### config.mk
export PLATFORM = sky130hd
export DESIGN_NAME = multi_button_debounce
export DESIGN_NICKNAME = d
export VERILOG_FILES = /design/src/rtl/dino_input_pkg.sv /design/src/rtl/debounce_channel.sv /design/src/rtl/multi_button_debounce.sv
export SDC_FILE = /design/constraint.sdc
export NUM_CORES = 1
export LEC_CHECK = 0
export ABC_CLOCK_PERIOD_IN_PS = 2500
export CORE_MARGIN = 10
export CORE_UTILIZATION = 45
export CTS_CLUSTER_SIZE = 30
export DETAILED_ROUTE_END_ITERATION = 7
export PLACE_DENSITY_LB_ADDON = 0.05
export SETUP_SLACK_MARGIN = 0.05
export SYNTH_ARGS = -nofsm -noshare
export SYNTH_HDL_FRONTEND = slang
export SYNTH_SLANG_ARGS = --single-unit
### constraint.sdc
create_clock -name clk -period 2.5 [get_ports clk]
set_clock_uncertainty 0.2 [all_clocks]
set_input_delay 0.5 -clock clk [delete_from_list [all_inputs] [get_ports clk]]
set_output_delay 0.5 -clock clk [all_outputs]
set_load 0.02 [all_outputs]
### src/rtl/dino_input_pkg.sv
// Shared constants and types for the dino player input front end.
//   - NUM_BTN / BTN_JUMP / BTN_DUCK : button channel map
//   - DEF_*                          : default conditioner tuning
//   - btn_evt_t                      : per-channel conditioned outputs
//   - lc_width / params_ok           : elaboration-time helpers
package dino_input_pkg;

  localparam int NUM_BTN  = 2;
  localparam int BTN_JUMP = 0;
  localparam int BTN_DUCK = 1;

  localparam int DEF_CNT_W       = 4;
  localparam int DEF_HOLD        = 15;
  localparam int DEF_SYNC_STAGES = 2;
  localparam int DEF_LONG_TICKS  = 8;

  // Conditioned view of one button; 'rel'/'lng' avoid SV keywords.
  typedef struct packed {
    logic lvl;
    logic press;
    logic rel;
    logic lng;
  } btn_evt_t;

  // Long-press counter must hold the value LONG_TICKS itself (saturation point).
  function automatic int lc_width(input int long_ticks);
    return (long_ticks < 1) ? 1 : $clog2(long_ticks + 1);
  endfunction

  function automatic bit params_ok(input int cnt_w, input int hold,
                                   input int sync_stages, input int long_ticks);
    return (cnt_w >= 1) && (cnt_w <= 31) && (hold >= 1) &&
           (hold <= ((1 << cnt_w) - 1)) && (sync_stages >= 1) &&
           (long_ticks >= 1);
  endfunction

endpackage

### src/rtl/debounce_channel.sv
// One button conditioner channel.
//   clk, rst_n : clock, synchronous active-low reset
//   tick_en    : countdown / long-press tick strobe
//   btn        : raw asynchronous button, active-high
//   evt        : {lvl, press, rel, lng}
// Synchroniser -> hold counter (level stretch) -> edge pulses, plus a
// saturating long-press counter with a registered one-shot output.
module debounce_channel
  import dino_input_pkg::*;
#(
  parameter int CNT_W       = DEF_CNT_W,
  parameter int HOLD        = DEF_HOLD,
  parameter int SYNC_STAGES = DEF_SYNC_STAGES,
  parameter int LONG_TICKS  = DEF_LONG_TICKS
) (
  input  logic     clk,
  input  logic     rst_n,
  input  logic     tick_en,
  input  logic     btn,
  output btn_evt_t evt
);

  localparam int                LC_W   = lc_width(LONG_TICKS);
  localparam logic [CNT_W-1:0]  HOLD_V = CNT_W'(HOLD);
  localparam logic [LC_W-1:0]   LONG_V = LC_W'(LONG_TICKS);
  localparam logic [LC_W-1:0]   LONG_M1 = LC_W'(LONG_TICKS - 1);

  if (!params_ok(CNT_W, HOLD, SYNC_STAGES, LONG_TICKS)) begin : g_bad_params
    $error("debounce_channel: illegal parameter set");
  end

  logic [SYNC_STAGES-1:0] sync_q;
  logic [SYNC_STAGES:0]   sync_in;
  logic                   s;
  logic [CNT_W-1:0]       cnt;
  logic                   lvl;
  logic                   lvl_d;
  logic [LC_W-1:0]        lc;
  logic                   long_q;

  // Shift in at bit 0; the oldest sample is the synchronised value.
  assign sync_in = {sync_q, btn};
  assign s       = sync_q[SYNC_STAGES-1];

  always_ff @(posedge clk) begin
    if (!rst_n) sync_q <= '0;
    else        sync_q <= sync_in[SYNC_STAGES-1:0];
  end

  // Hold counter: any high sample reloads, so bounce only extends the level.
  always_ff @(posedge clk) begin
    if (!rst_n)                    cnt <= '0;
    else if (s)                    cnt <= HOLD_V;
    else if (tick_en && cnt != '0) cnt <= cnt - CNT_W'(1);
  end

  assign lvl = (cnt != '0);

  always_ff @(posedge clk) begin
    if (!rst_n) lvl_d <= 1'b0;
    else        lvl_d <= lvl;
  end

  // Long-press: saturating at LONG_TICKS gives one pulse per continuous hold;
  // any low sample clears it so the next hold can fire again.
  always_ff @(posedge clk) begin
    if (!rst_n)                     lc <= '0;
    else if (!s)                    lc <= '0;
    else if (tick_en && lc < LONG_V) lc <= lc + LC_W'(1);
  end

  always_ff @(posedge clk) begin
    if (!rst_n) long_q <= 1'b0;
    else        long_q <= s & tick_en & (lc == LONG_M1);
  end

  always_comb begin
    evt       = '0;
    evt.lvl   = lvl;
    evt.press = lvl & ~lvl_d;
    evt.rel   = ~lvl & lvl_d;
    evt.lng   = long_q;
  end

endmodule

### src/rtl/multi_button_debounce.sv
// Multi-channel button conditioner for the dino player front end.
//   clk, rst_n  : clock, synchronous active-low reset
//   tick_en     : shared countdown strobe
//   btn_in      : raw buttons [NUM_CH-1:0], active-high, asynchronous
//   btn_level   : debounced level per channel
//   btn_press   : one-cycle pulse on level rise
//   btn_release : one-cycle pulse on level fall
//   btn_long    : one-cycle pulse once per hold reaching LONG_TICKS ticks
module multi_button_debounce
  import dino_input_pkg::*;
#(
  parameter int NUM_CH      = NUM_BTN,
  parameter int CNT_W       = DEF_CNT_W,
  parameter int HOLD        = DEF_HOLD,
  parameter int SYNC_STAGES = DEF_SYNC_STAGES,
  parameter int LONG_TICKS  = DEF_LONG_TICKS
) (
  input  logic              clk,
  input  logic              rst_n,
  input  logic              tick_en,
  input  logic [NUM_CH-1:0] btn_in,
  output logic [NUM_CH-1:0] btn_level,
  output logic [NUM_CH-1:0] btn_press,
  output logic [NUM_CH-1:0] btn_release,
  output logic [NUM_CH-1:0] btn_long
);

  if (NUM_CH < 1 || !params_ok(CNT_W, HOLD, SYNC_STAGES, LONG_TICKS)) begin : g_bad_params
    $error("multi_button_debounce: illegal parameter set");
  end

  btn_evt_t evt [NUM_CH];

  for (genvar i = 0; i < NUM_CH; i++) begin : g_ch
    debounce_channel #(
      .CNT_W      (CNT_W),
      .HOLD       (HOLD),
      .SYNC_STAGES(SYNC_STAGES),
      .LONG_TICKS (LONG_TICKS)
    ) u_ch (
      .clk    (clk),
      .rst_n  (rst_n),
      .tick_en(tick_en),
      .btn    (btn_in[i]),
      .evt    (evt[i])
    );

    assign btn_level[i]   = evt[i].lvl;
    assign btn_press[i]   = evt[i].press;
    assign btn_release[i] = evt[i].rel;
    assign btn_long[i]    = evt[i].lng;
  end

endmodule

==> out/results.tsv, run 1 <==
stage	metric	value	unit
logic_synthesis	synth_largest_type_area_fraction	44.8	%
clock_tree	worstSkewPairLatency	0.31	ns
sta	achievable-frequency	438	MHz
detailed_routing	detailedRoute.firstIterationViolations	15	
clock_tree	clock_path_buffers	2	
logic_synthesis	synthArstFlopShare	0	%
clock_tree	clk_root_buffer_cell	sky130_fd_sc_hd__clkbuf_4	
logic_synthesis	synthTopCellsByCount	sky130_fd_sc_hd__dfxtp_1 (24), sky130_fd_sc_hd__nor2_1 (16), sky130_fd_sc_hd__and2_1 (6)	
cells_and_area	n_antenna_cell	0	
outcome	run_status	finished, final reports clean	
detailed_routing	postRouteAntennaNets	0	
critical_path	path_cells	inv_1, ha_2, nor3b_4, inv_2, clkdlybuf4s15_1	
logic_synthesis	synthTopCellsByArea	sky130_fd_sc_hd__dfxtp_1 (45%), sky130_fd_sc_hd__nor2_1 (5.6%), sky130_fd_sc_hd__ha_1 (4.7%), sky130_fd_sc_hd__and2_1 (3.5%), sky130_fd_sc_hd__nor3b_4 (3.5%)	
placement	placed_cell_area	1200	µm²
logic_synthesis	dominant_cell_by_count_in_the_synthesized_netlist	sky130_fd_sc_hd__dfxtp_1	
critical_path	endpoint	btn_level[0]	
floorplan	die_width	68.8	µm
critical_path	worstSetupPathType	flop to output port	
cells_and_area	fillers	222	
critical_path	crit_path_max_fanout	5	
floorplan	effective_utilization_at_floorplan	48.1	%
clock_tree	clk_slew_on_worst_s_h_paths	0.14	ns
job	max_cap_violations	0	
critical_path	cp.arrival	1.58	ns
logic_synthesis	synth.yosys.seq_area_share	44.8	%
global_routing	grt_usage	8.58	%
sta	finalSetupTns	0	ns
power_and_ir_drop	total_leakage_power	0.488	nW
clock_tree	post_cts_resize_count	6	
logic_synthesis	synth.cell_area	1070	µm²
critical_path	timing.critical_path.to_type	output port	
global_routing	grt_first_pass_wirelength	3170	µm
floorplan	pin_count	13	
detailed_routing	drt-vias-per-instance	5.05	
logic_synthesis	synthAdderAreaFrac	4.66	%
logic_synthesis	yosys_most_used_dff	sky130_fd_sc_hd__dfxtp_1	
critical_path	timing.critical_path.buf_inv	3	
detailed_routing	wl_per_cell	12.1	µm
clock_tree	cts_made_buffers	3	
cells_and_area	finalInstanceArea	1250	µm²
logic_synthesis	synth_area_in_compound_gates	11.0	%
logic_synthesis	cell_type_with_the_largest_total_area_after_synthesis	sky130_fd_sc_hd__dfxtp_1	
detailed_routing	detail_route.drc_violations	0	
placement	port-buffer-count	12	
critical_path	rr_endpoint	g_ch[0].u_ch.cnt[0]	
floorplan	floorplan.rows	17	
detailed_routing	vias	737	
global_routing	maximum_number_of_pins_on_one_net_before_global_route_repair	17	
floorplan	coreArea	2230	µm²
critical_path	worstSetupPathDepth	5	
critical_path	worst_path_max_delay_cell	sky130_fd_sc_hd__dfxtp_1	
critical_path	crit-reg2reg-launch	g_ch[0].u_ch.cnt[0]	
logic_synthesis	synth.lib_cells_used.distinct	29	
logic_synthesis	synth.yosys.warnings	0	
detailed_routing	drt_pre_antenna_iters	4	
power_and_ir_drop	p_per_area	751	nW/µm²
logic_synthesis	dominant_combinational_cell_family_by_area_after_synthesis	simple AND/OR/NAND/NOR gates	
placement	post-dp-hpwl	1310	µm
logic_synthesis	synth-edff-count	0	
clock_tree	h_tree_lvls	1	
logic_synthesis	synth_fp_nets	116	
cells_and_area	post_route_cells_drive_above_1_share	16.9	%
critical_path	required_time_worst_endpoint	1.80	ns
sta	min_period_over_period	91.3	%
logic_synthesis	postSynthCellCount	107	
floorplan	die_height	68.8	µm
cells_and_area	final_nets	128	
global_routing	grt_pass1_vias	729	
logic_synthesis	synth.area.mux_share	3.96	%
critical_path	max_stage_delay	0.34	ns
detailed_routing	finalWirelength	1770	µm
power_and_ir_drop	max-vdd-ir-drop	384	µV
sta	final_period_minus_worst_setup_slack	2.28	ns
hold_path	hold_path.class	flop to flop	
logic_synthesis	yosys.area_share.xor_xnor	3.26	%
critical_path	reg2reg_depth	6	
logic_synthesis	ys_ff_latch	24	
sta	setup-violations-final	0	
critical_path	startpoint_type	flop	
clock_tree	cts_post_setup_buffers_inserted	0	
sta	final-hold-violation-count	0	
global_routing	antenna_found_initial	0	
sta	unrepaired_setup_endpoints_after_global_routing	no	
placement	finalWeightedCongestion	0.754	
cells_and_area	area_of_the_multi_input_gates	533	µm²
cells_and_area	area_delta_synth_final	16.1	%
sta	slew_violations	0	
critical_path	timing.critical_path.from	g_ch[0].u_ch.cnt[0]	
sta	max_slew_margin	66.6	%
logic_synthesis	syn_area_per_cell	10.0	µm²
cells_and_area	seq_area	480	µm²
sta	worst_margin_pin_slew	0.499	ns
clock_tree	tritoncts	yes	
critical_path	timing.critical_path.max_delay_family	buffers and inverters	
logic_synthesis	post_synth_and_or_nand_nor_area_fraction	26.3	%
clock_tree	post_cts_hold_buffer_count	0	
clock_tree	clock_sinks	24	
global_routing	grt_remaining_overflow	0	
critical_path	r2r_setup_slack	0.79	ns
floorplan	die_area	4740	µm²
==> per-stage QoR <==
| stage | total power [mW] | std cells | utilization, % | hold WS (ns) | setup WS (ns) |
|---|---|---|---|---|---|
| after floorplan | 0.615 | 107 | - | 0.212 | 0.771 |
| after global placement | 0.681 | 142 | 53.8 | 0.216 | 0.192 |
| after detailed placement | 0.685 | 142 | 53.8 | 0.220 | 0.185 |
| after CTS | 0.948 | 146 | 55.8 | 0.254 | 0.0811 |
| after global routing | 1.00 | 146 | 55.8 | 0.276 | 0.0553 |
| final | 0.936 | 146 | 55.8 | 0.250 | 0.219 |
==> placed cells by master, fill, tap and decap left out, types with 3 or more instances in the layout <==
master and instances:
sky130_fd_sc_hd__and2_1 6, sky130_fd_sc_hd__clkbuf_4 3, sky130_fd_sc_hd__clkdlybuf4s50_1 6, sky130_fd_sc_hd__dfxtp_1 24
sky130_fd_sc_hd__inv_1 4, sky130_fd_sc_hd__nand3b_1 4, sky130_fd_sc_hd__nor2_1 16, sky130_fd_sc_hd__o31a_1 4
==> sequential cells by signal, indices dropped and copies added, names as in the netlist <==
register / flops
g_ch.u_ch.cnt: 8
g_ch.u_ch.long_q: 2
g_ch.u_ch.lvl_d: 2
g_ch.u_ch.lc: 8
g_ch.u_ch.sync_q: 4
==> routing by layer <==
layer	global-route usage, %	wire, µm	share of wire (%)	vias to the layer above
li1	-	-	-	386
met1	10.9	865	49	336
met2	12.6	760	43	13
met3	2.90	121	6.9	2
met4	4.43	19	1.1	0
met5	0	0	0	-
==> kinds of logic (layout without fill, tap and decap cells) <==
| kind of cell | count (synthesis) | in the layout |
|---|---|---|
| DFF | 24 | 24 |
| xor gates and xnor gates | 4 | 4 |
| AOI/OAI and AO/OA | 16 | 16 |
| and+or+nand+nor | 42 | 42 |
| adders and majority gates | 4 | 4 |
| muxes | 4 | 4 |
| buffers and inverters | 13 | 24 |
==> power by group <==
| group | leakage [nW] | internal [mW] | switching [mW] |
|---|---|---|---|
| clock | 0.0279 | 0.162 | 0.114 |
| combinational | 0.264 | 0.111 | 0.116 |
| sequential | 0.197 | 0.410 | 0.0221 |
| total | 0.488 | 0.683 | 0.252 |
==> final cells by class <==
class                           instances  area share (%)
Tap cell                               28            2.81
Sequential cell                        24            38.6
Inverter                                6            1.81
Clock buffer                            3            1.81
Multi-Input combinational cell         70            42.8
Timing Repair Buffer                   14            9.84
Clock inverter                          1            2.41
==> worst min-delay path by stage <==
stage	from	to	slack, ns	cells past startpoint
2_1_floorplan	g_ch[0].u_ch.sync_q[0]	g_ch[0].u_ch.sync_q[1]	0.21	1
3_3_place_gp	g_ch[0].u_ch.sync_q[0]	g_ch[0].u_ch.sync_q[1]	0.22	1
3_5_place_dp	g_ch[0].u_ch.sync_q[0]	g_ch[0].u_ch.sync_q[1]	0.22	1
4_1_cts	g_ch[0].u_ch.sync_q[0]	g_ch[0].u_ch.sync_q[1]	0.25	1
5_1_grt	g_ch[1].u_ch.sync_q[0]	g_ch[1].u_ch.sync_q[1]	0.28	1
6_report	g_ch[0].u_ch.sync_q[0]	g_ch[0].u_ch.sync_q[1]	0.25	1
Power figures use the tool's default switching activity.
==> run 2: changes to the inputs <==
--- a/config.mk
+++ b/config.mk
@@ -6,8 +6,10 @@
 export NUM_CORES = 1
 export LEC_CHECK = 0
 export ABC_CLOCK_PERIOD_IN_PS = 2500
+export CELL_PAD_IN_SITES_DETAIL_PLACEMENT = 1
+export CELL_PAD_IN_SITES_GLOBAL_PLACEMENT = 2
 export CORE_MARGIN = 10
-export CORE_UTILIZATION = 45
+export CORE_UTILIZATION = 36
 export CTS_CLUSTER_SIZE = 30
 export DETAILED_ROUTE_END_ITERATION = 7
 export PLACE_DENSITY_LB_ADDON = 0.05
==> out/results.tsv, run 2 (synthesis gave the netlist of run 1 again) <==
stage	metric	value	unit	change
global_routing	maximum_number_of_pins_on_one_net_before_global_route_repair	17		unchanged
detailed_routing	finalWirelength	1990	µm	was 1770 µm
global_routing	antenna_found_initial	0		unchanged
cells_and_area	final_cell_mix	sky130_fd_sc_hd__dfxtp_1 (24), sky130_fd_sc_hd__nor2_1 (16), sky130_fd_sc_hd__and2_1 (6), sky130_fd_sc_hd__clkdlybuf4s50_1 (6), sky130_fd_sc_hd__buf_4 (5)		was sky130_fd_sc_hd__dfxtp_1 (24), sky130_fd_sc_hd__nor2_1 (16), sky130_fd_sc_hd__and2_1 (6), sky130_fd_sc_hd__clkdlybuf4s50_1 (6)
critical_path	timing.critical_path.max_delay_family	buffers and inverters		unchanged
detailed_routing	drt-vias-per-instance	5.03		was 5.05
cells_and_area	fillers	332		was 222
global_routing	grt_first_pass_wirelength	3630	µm	was 3170 µm
sta	achievable-frequency	428	MHz	was 438 MHz
sta	worst_margin_pin_slew	0.530	ns	was 0.499 ns
clock_tree	clock_path_buffers	2		unchanged
cells_and_area	area_delta_synth_final	15.0	%	was 16.1%
sta	setup-violations-final	0		unchanged
sta	finalSetupTns	0	ns	unchanged
sta	slew_violations	0		unchanged
sta	max_slew_margin	64.6	%	was 66.6%
sta	unrepaired_setup_endpoints_after_global_routing	yes		was no
critical_path	timing.critical_path.buf_inv	2		was 3
cells_and_area	layout_commonest_cell	sky130_fd_sc_hd__dfxtp_1		unchanged
clock_tree	post_cts_hold_buffer_count	0		unchanged
clock_tree	h_tree_lvls	1		unchanged
job	max_cap_violations	0		unchanged
critical_path	required_time_worst_endpoint	1.80	ns	about the same
detailed_routing	wl_per_cell	13.2	µm	was 12.1 µm
critical_path	crit_path_max_fanout	4		was 5
critical_path	worstSetupPathType	flop to output port		unchanged
cells_and_area	n_antenna_cell	0		unchanged
detailed_routing	detailedRoute.firstIterationViolations	34		was 15
cells_and_area	area_of_the_multi_input_gates	531	µm²	was 533 µm²
sta	setup_slack	0.163	ns	was 0.219 ns
critical_path	worst_path_max_delay_cell	sky130_fd_sc_hd__dfxtp_1		unchanged
placement	preCtsSetupSlack	0.163	ns	was 0.185 ns
floorplan	die_height	74.6	µm	was 68.8 µm
critical_path	path_cells	inv_1, ha_1, nor3b_4, and2_2, dlygate4sd2_1		was inv_1, ha_2, nor3b_4, inv_2, clkdlybuf4s15_1
floorplan	floorplan.rows	19		was 17
clock_tree	clk_slew_on_worst_s_h_paths	0.12	ns	was 0.14 ns
clock_tree	tritoncts	yes		unchanged
critical_path	timing.critical_path.to_type	output port		unchanged
placement	numPlacedInstances	145		was 142
power_and_ir_drop	total_leakage_power	0.491	nW	was 0.488 nW
outcome	run_status	finished, final reports clean		unchanged
power_and_ir_drop	report.power.total	0.843	mW	was 0.936 mW
clock_tree	clk_root_buffer_cell	sky130_fd_sc_hd__clkbuf_4		unchanged
cells_and_area	final_non_filler_cell_total	151		was 146
sta	final-hold-violation-count	0		unchanged
floorplan	die_width	74.6	µm	was 68.8 µm
detailed_routing	drt_pre_antenna_iters	2		was 4
global_routing	grt_pass1_vias	807		was 729
sta	final_period_minus_worst_setup_slack	2.34	ns	was 2.28 ns
power_and_ir_drop	max-vdd-ir-drop	381	µV	was 384 µV
placement	port-buffer-count	12		unchanged
hold_path	hold_path.class	flop to flop		unchanged
critical_path	startpoint_type	flop		unchanged
floorplan	coreArea	2810	µm²	was 2230 µm²
floorplan	pin_count	13		unchanged
placement	post-dp-hpwl	1480	µm	was 1310 µm
detailed_routing	vias	760		was 737
clock_tree	clock_sinks	24		unchanged
clock_tree	cts_made_buffers	3		unchanged
global_routing	grt_usage	8.27	%	was 8.58%
power_and_ir_drop	p_per_area	683	nW/µm²	was 751 nW/µm²
floorplan	die_area	5570	µm²	was 4740 µm²
detailed_routing	detail_route.drc_violations	0		unchanged
global_routing	grt_remaining_overflow	0		unchanged
cells_and_area	final_nets	131		was 128
cells_and_area	largest_registers	g_ch.u_ch.cnt (8), g_ch.u_ch.lc (8), g_ch.u_ch.sync_q (4)		unchanged
placement	finalWeightedCongestion	0.739		was 0.754
critical_path	max_stage_delay	0.33	ns	was 0.34 ns
clock_tree	worstSkewPairLatency	0.30	ns	was 0.31 ns
detailed_routing	postRouteAntennaNets	0		unchanged
cells_and_area	seq_area	480	µm²	unchanged
floorplan	effective_utilization_at_floorplan	38.3	%	was 48.1%
sta	min_period_over_period	93.5	%	was 91.3%
critical_path	cp.arrival	1.64	ns	was 1.58 ns
cells_and_area	post_route_cells_drive_above_1_share	18.3	%	was 16.9%
## run 2: cell types whose count changed in the layout (fill, tap and decap cells not counted), sizes merged
| cell | previous run | this run |
|---|---|---|
| clkdlybuf4s15 | 2 | 1 |
| bufinv | 1 | 0 |
| buf | 2 | 5 |
| clkbuf | 5 | 6 |
## run 2: repair_timing
item,4_1_cts,5_1_grt
endpoints found under the setup margin,6,6
pin swaps,0,0
setup buffers,0,3
gates resized for setup,6,8
## run 2: stage by stage
step	hold WS, ns	utilization [%]	area, µm²
final	0.240	44.0	1230
after global routing	0.271	44.0	1230
after CTS	0.252	43.5	1220
after detailed placement	0.221	43.0	1200
after global placement	0.216	43.0	1200
after floorplan	0.212	-	1070
## run 2: path summary, 6_finish.rpt
check                    startpoint  cells past startpoint  slack [ns]                     end
max             g_ch[1].u_ch.cnt[0]                      5        0.16          btn_release[1]
min          g_ch[1].u_ch.sync_q[0]                      1        0.24  g_ch[1].u_ch.sync_q[1]
max reg2reg     g_ch[1].u_ch.cnt[0]                      7        0.74     g_ch[1].u_ch.cnt[0]
min reg2reg  g_ch[1].u_ch.sync_q[0]                      1        0.24  g_ch[1].u_ch.sync_q[1]
## run 2: report_power, final
group	switching, mW	internal [mW]	leakage [nW]
clock	0.107	0.0562	0.0138
combinational	0.124	0.124	0.281
sequential	0.0220	0.410	0.197
total	0.252	0.591	0.491
## run 2: area by class of cell
type | instances | share of cell area (%)
multi-input combinational | 70 | 43.0
sequential | 24 | 38.9
timing repair buffer | 17 | 11.3
tap | 31 | 3.14
clock buffer | 3 | 1.82
inverter | 6 | 1.82
## run 2: per-layer routing
| layer | up-vias | wire length (µm) | GRT usage (%) | part of all wire, % |
|---|---|---|---|---|
| met2 | 12 | 944 | 14.0 | 47 |
| met3 | 2 | 140 | 4.26 | 7.0 |
| met4 | 0 | 16 | 1.89 | 0.80 |
| met5 | - | 0 | 0 | 0 |
| met1 | 356 | 887 | 9.01 | 45 |
| li1 | 390 | - | - | - |
## run 2: worst reg2reg max path: stages (launching register included)
cell	delay [ns]
sky130_fd_sc_hd__dfxtp_1	0.33
sky130_fd_sc_hd__inv_1	0.09
sky130_fd_sc_hd__ha_1	0.21
sky130_fd_sc_hd__nor3b_4	0.22
sky130_fd_sc_hd__buf_4	0.15
sky130_fd_sc_hd__inv_2	0.05
sky130_fd_sc_hd__and3_4	0.17
sky130_fd_sc_hd__o31a_1	0.26
==> run 3: changes to the inputs <==
--- a/config.mk
+++ b/config.mk
@@ -13,7 +13,7 @@
 export CTS_CLUSTER_SIZE = 30
 export DETAILED_ROUTE_END_ITERATION = 7
 export PLACE_DENSITY_LB_ADDON = 0.05
-export SETUP_SLACK_MARGIN = 0.05
+export SETUP_SLACK_MARGIN = 0.15
 export SYNTH_ARGS = -nofsm -noshare
 export SYNTH_HDL_FRONTEND = slang
 export SYNTH_SLANG_ARGS = --single-unit
==> out/results.tsv, run 3 (synthesis gave the netlist of run 1 again) <==
stage	metric	value	unit	change
cells_and_area	n_antenna_cell	0		unchanged
clock_tree	tritoncts	yes		unchanged
placement	port-buffer-count	12		unchanged
sta	max_slew_margin	65.3	%	was 64.6%
sta	finalSetupTns	0	ns	unchanged
floorplan	floorplan.rows	19		unchanged
sta	unrepaired_setup_endpoints_after_global_routing	no		was yes
global_routing	maximum_number_of_pins_on_one_net_before_global_route_repair	17		unchanged
clock_tree	clock_path_buffers	2		unchanged
job	max_cap_violations	0		unchanged
global_routing	grt_remaining_overflow	0		unchanged
sta	final-hold-violation-count	0		unchanged
power_and_ir_drop	p_per_area	684	nW/µm²	was 683 nW/µm²
sta	worst_margin_pin_slew	0.519	ns	was 0.530 ns
outcome	run_status	finished, final reports clean		unchanged
floorplan	die_area	5570	µm²	unchanged
critical_path	cp.arrival	1.53	ns	was 1.64 ns
cells_and_area	final_cell_mix	sky130_fd_sc_hd__dfxtp_1 (24), sky130_fd_sc_hd__nor2_1 (16), sky130_fd_sc_hd__and2_1 (6), sky130_fd_sc_hd__clkdlybuf4s50_1 (6), sky130_fd_sc_hd__buf_4 (5)		unchanged
critical_path	worstSetupPathType	flop to output port		unchanged
detailed_routing	drt-vias-per-instance	5.06		was 5.03
clock_tree	clock_sinks	24		unchanged
floorplan	die_height	74.6	µm	unchanged
clock_tree	cts_made_buffers	3		unchanged
cells_and_area	largest_registers	g_ch.u_ch.cnt (8), g_ch.u_ch.lc (8), g_ch.u_ch.sync_q (4)		unchanged
power_and_ir_drop	max-vdd-ir-drop	379	µV	was 381 µV
clock_tree	clk_root_buffer_cell	sky130_fd_sc_hd__clkbuf_4		unchanged
sta	final_period_minus_worst_setup_slack	2.23	ns	was 2.34 ns
power_and_ir_drop	total_leakage_power	0.489	nW	was 0.491 nW
clock_tree	clk_slew_on_worst_s_h_paths	0.12	ns	about the same
detailed_routing	postRouteAntennaNets	0		unchanged
sta	min_period_over_period	89.4	%	was 93.5%
cells_and_area	layout_commonest_cell	sky130_fd_sc_hd__dfxtp_1		unchanged
sta	achievable-frequency	448	MHz	was 428 MHz
clock_tree	post_cts_hold_buffer_count	0		unchanged
floorplan	effective_utilization_at_floorplan	38.3	%	unchanged
placement	preCtsSetupSlack	0.163	ns	unchanged
floorplan	coreArea	2810	µm²	unchanged
cells_and_area	final_util	44.2	%	was 44.0%
detailed_routing	wl_per_cell	13.2	µm	about the same
hold_path	hold_path.class	flop to flop		unchanged
global_routing	grt_first_pass_wirelength	3640	µm	was 3630 µm
placement	post-dp-hpwl	1480	µm	unchanged
detailed_routing	drt_pre_antenna_iters	4		was 2
detailed_routing	vias	764		was 760
cells_and_area	final_nets	131		unchanged
cells_and_area	finalInstanceArea	1240	µm²	was 1230 µm²
power_and_ir_drop	report.power.total	0.848	mW	was 0.843 mW
sta	slew_violations	0		unchanged
cells_and_area	final_non_filler_cell_total	151		unchanged
floorplan	pin_count	13		unchanged
placement	placed_cell_area	1200	µm²	unchanged
global_routing	antenna_found_initial	0		unchanged
floorplan	die_width	74.6	µm	unchanged
sta	setup_slack	0.266	ns	was 0.163 ns
cells_and_area	seq_area	480	µm²	unchanged
detailed_routing	finalWirelength	1990	µm	about the same
cells_and_area	fillers	327		was 332
detailed_routing	detail_route.drc_violations	0		unchanged
clock_tree	worstSkewPairLatency	0.30	ns	about the same
critical_path	r2r_setup_slack	0.76	ns	was 0.74 ns
sta	setup-violations-final	0		unchanged
placement	finalWeightedCongestion	0.739		unchanged
placement	numPlacedInstances	145		unchanged
cells_and_area	post_route_cells_drive_above_1_share	21.7	%	was 18.3%
clock_tree	h_tree_lvls	1		unchanged
critical_path	crit_path_max_fanout	4		unchanged
critical_path	startpoint_type	flop		unchanged
critical_path	required_time_worst_endpoint	1.80	ns	about the same
critical_path	timing.critical_path.to_type	output port		unchanged
sta	final.hold.worst_slack	0.244	ns	was 0.240 ns
detailed_routing	detailedRoute.firstIterationViolations	29		was 34
cells_and_area	area_delta_synth_final	15.4	%	was 15.0%
global_routing	grt_pass1_vias	807		unchanged
global_routing	grt_usage	8.30	%	was 8.27%
cells_and_area	area_of_the_multi_input_gates	543	µm²	was 531 µm²
run 3: changes by cell type in the layout (fill, tap and decap cells not counted), sizes merged:
cell           previous run  this run
buf                       5         6
clkbuf                    6         7
clkdlybuf4s15             1         0
dlygate4sd2               2         1
run 3: worst paths after layout:
check | start | endpoint | depth (start not counted)
setup / recovery | g_ch[0].u_ch.cnt[0] | btn_release[0] | 5
hold / removal | g_ch[1].u_ch.sync_q[0] | g_ch[1].u_ch.sync_q[1] | 1
setup reg to reg | g_ch[1].u_ch.cnt[1] | g_ch[1].u_ch.cnt[0] | 7
hold reg to reg | g_ch[1].u_ch.sync_q[0] | g_ch[1].u_ch.sync_q[1] | 1
run 3: power by group:
| group | leakage, nW | total [mW] | internal, mW | switching [mW] |
|---|---|---|---|---|
| Clock | 0.0138 | 0.162 | 0.0562 | 0.106 |
| Sequential | 0.197 | 0.433 | 0.410 | 0.0226 |
| Combinational | 0.279 | 0.253 | 0.126 | 0.127 |
| Total | 0.489 | 0.848 | 0.593 | 0.255 |
run 3: final cells by class:
class | instances | area share, %
timing repair buffer | 17 | 10.6
multi-input combinational | 70 | 43.8
tap | 31 | 3.13
sequential | 24 | 38.8
inverter | 6 | 1.82
clock buffer | 3 | 1.82
run 3: critical path, cell delays in order (launching register included):
cell and delay [ns]:
sky130_fd_sc_hd__dfxtp_1 0.33, sky130_fd_sc_hd__inv_1 0.10, sky130_fd_sc_hd__ha_2 0.22, sky130_fd_sc_hd__nor3b_4 0.25, sky130_fd_sc_hd__and2_2 0.17, sky130_fd_sc_hd__clkbuf_2 0.16
run 3: repair_timing:
action / CTS / global route
pin swaps: 0 / 1
setup endpoints to repair: 6 / 6
setup buffers: 0 / 3
gates resized for setup: 11 / 10
gates cloned: 0 / 0
run 3: metal layers:
layer  track usage, %  share of wire, %  up-vias
met1             9.09                46      356
met3             4.26               6.7        2
met2             14.0                47       13
met4             1.89              0.80        0
li1                 -                 -      393
met5                0                 0        -
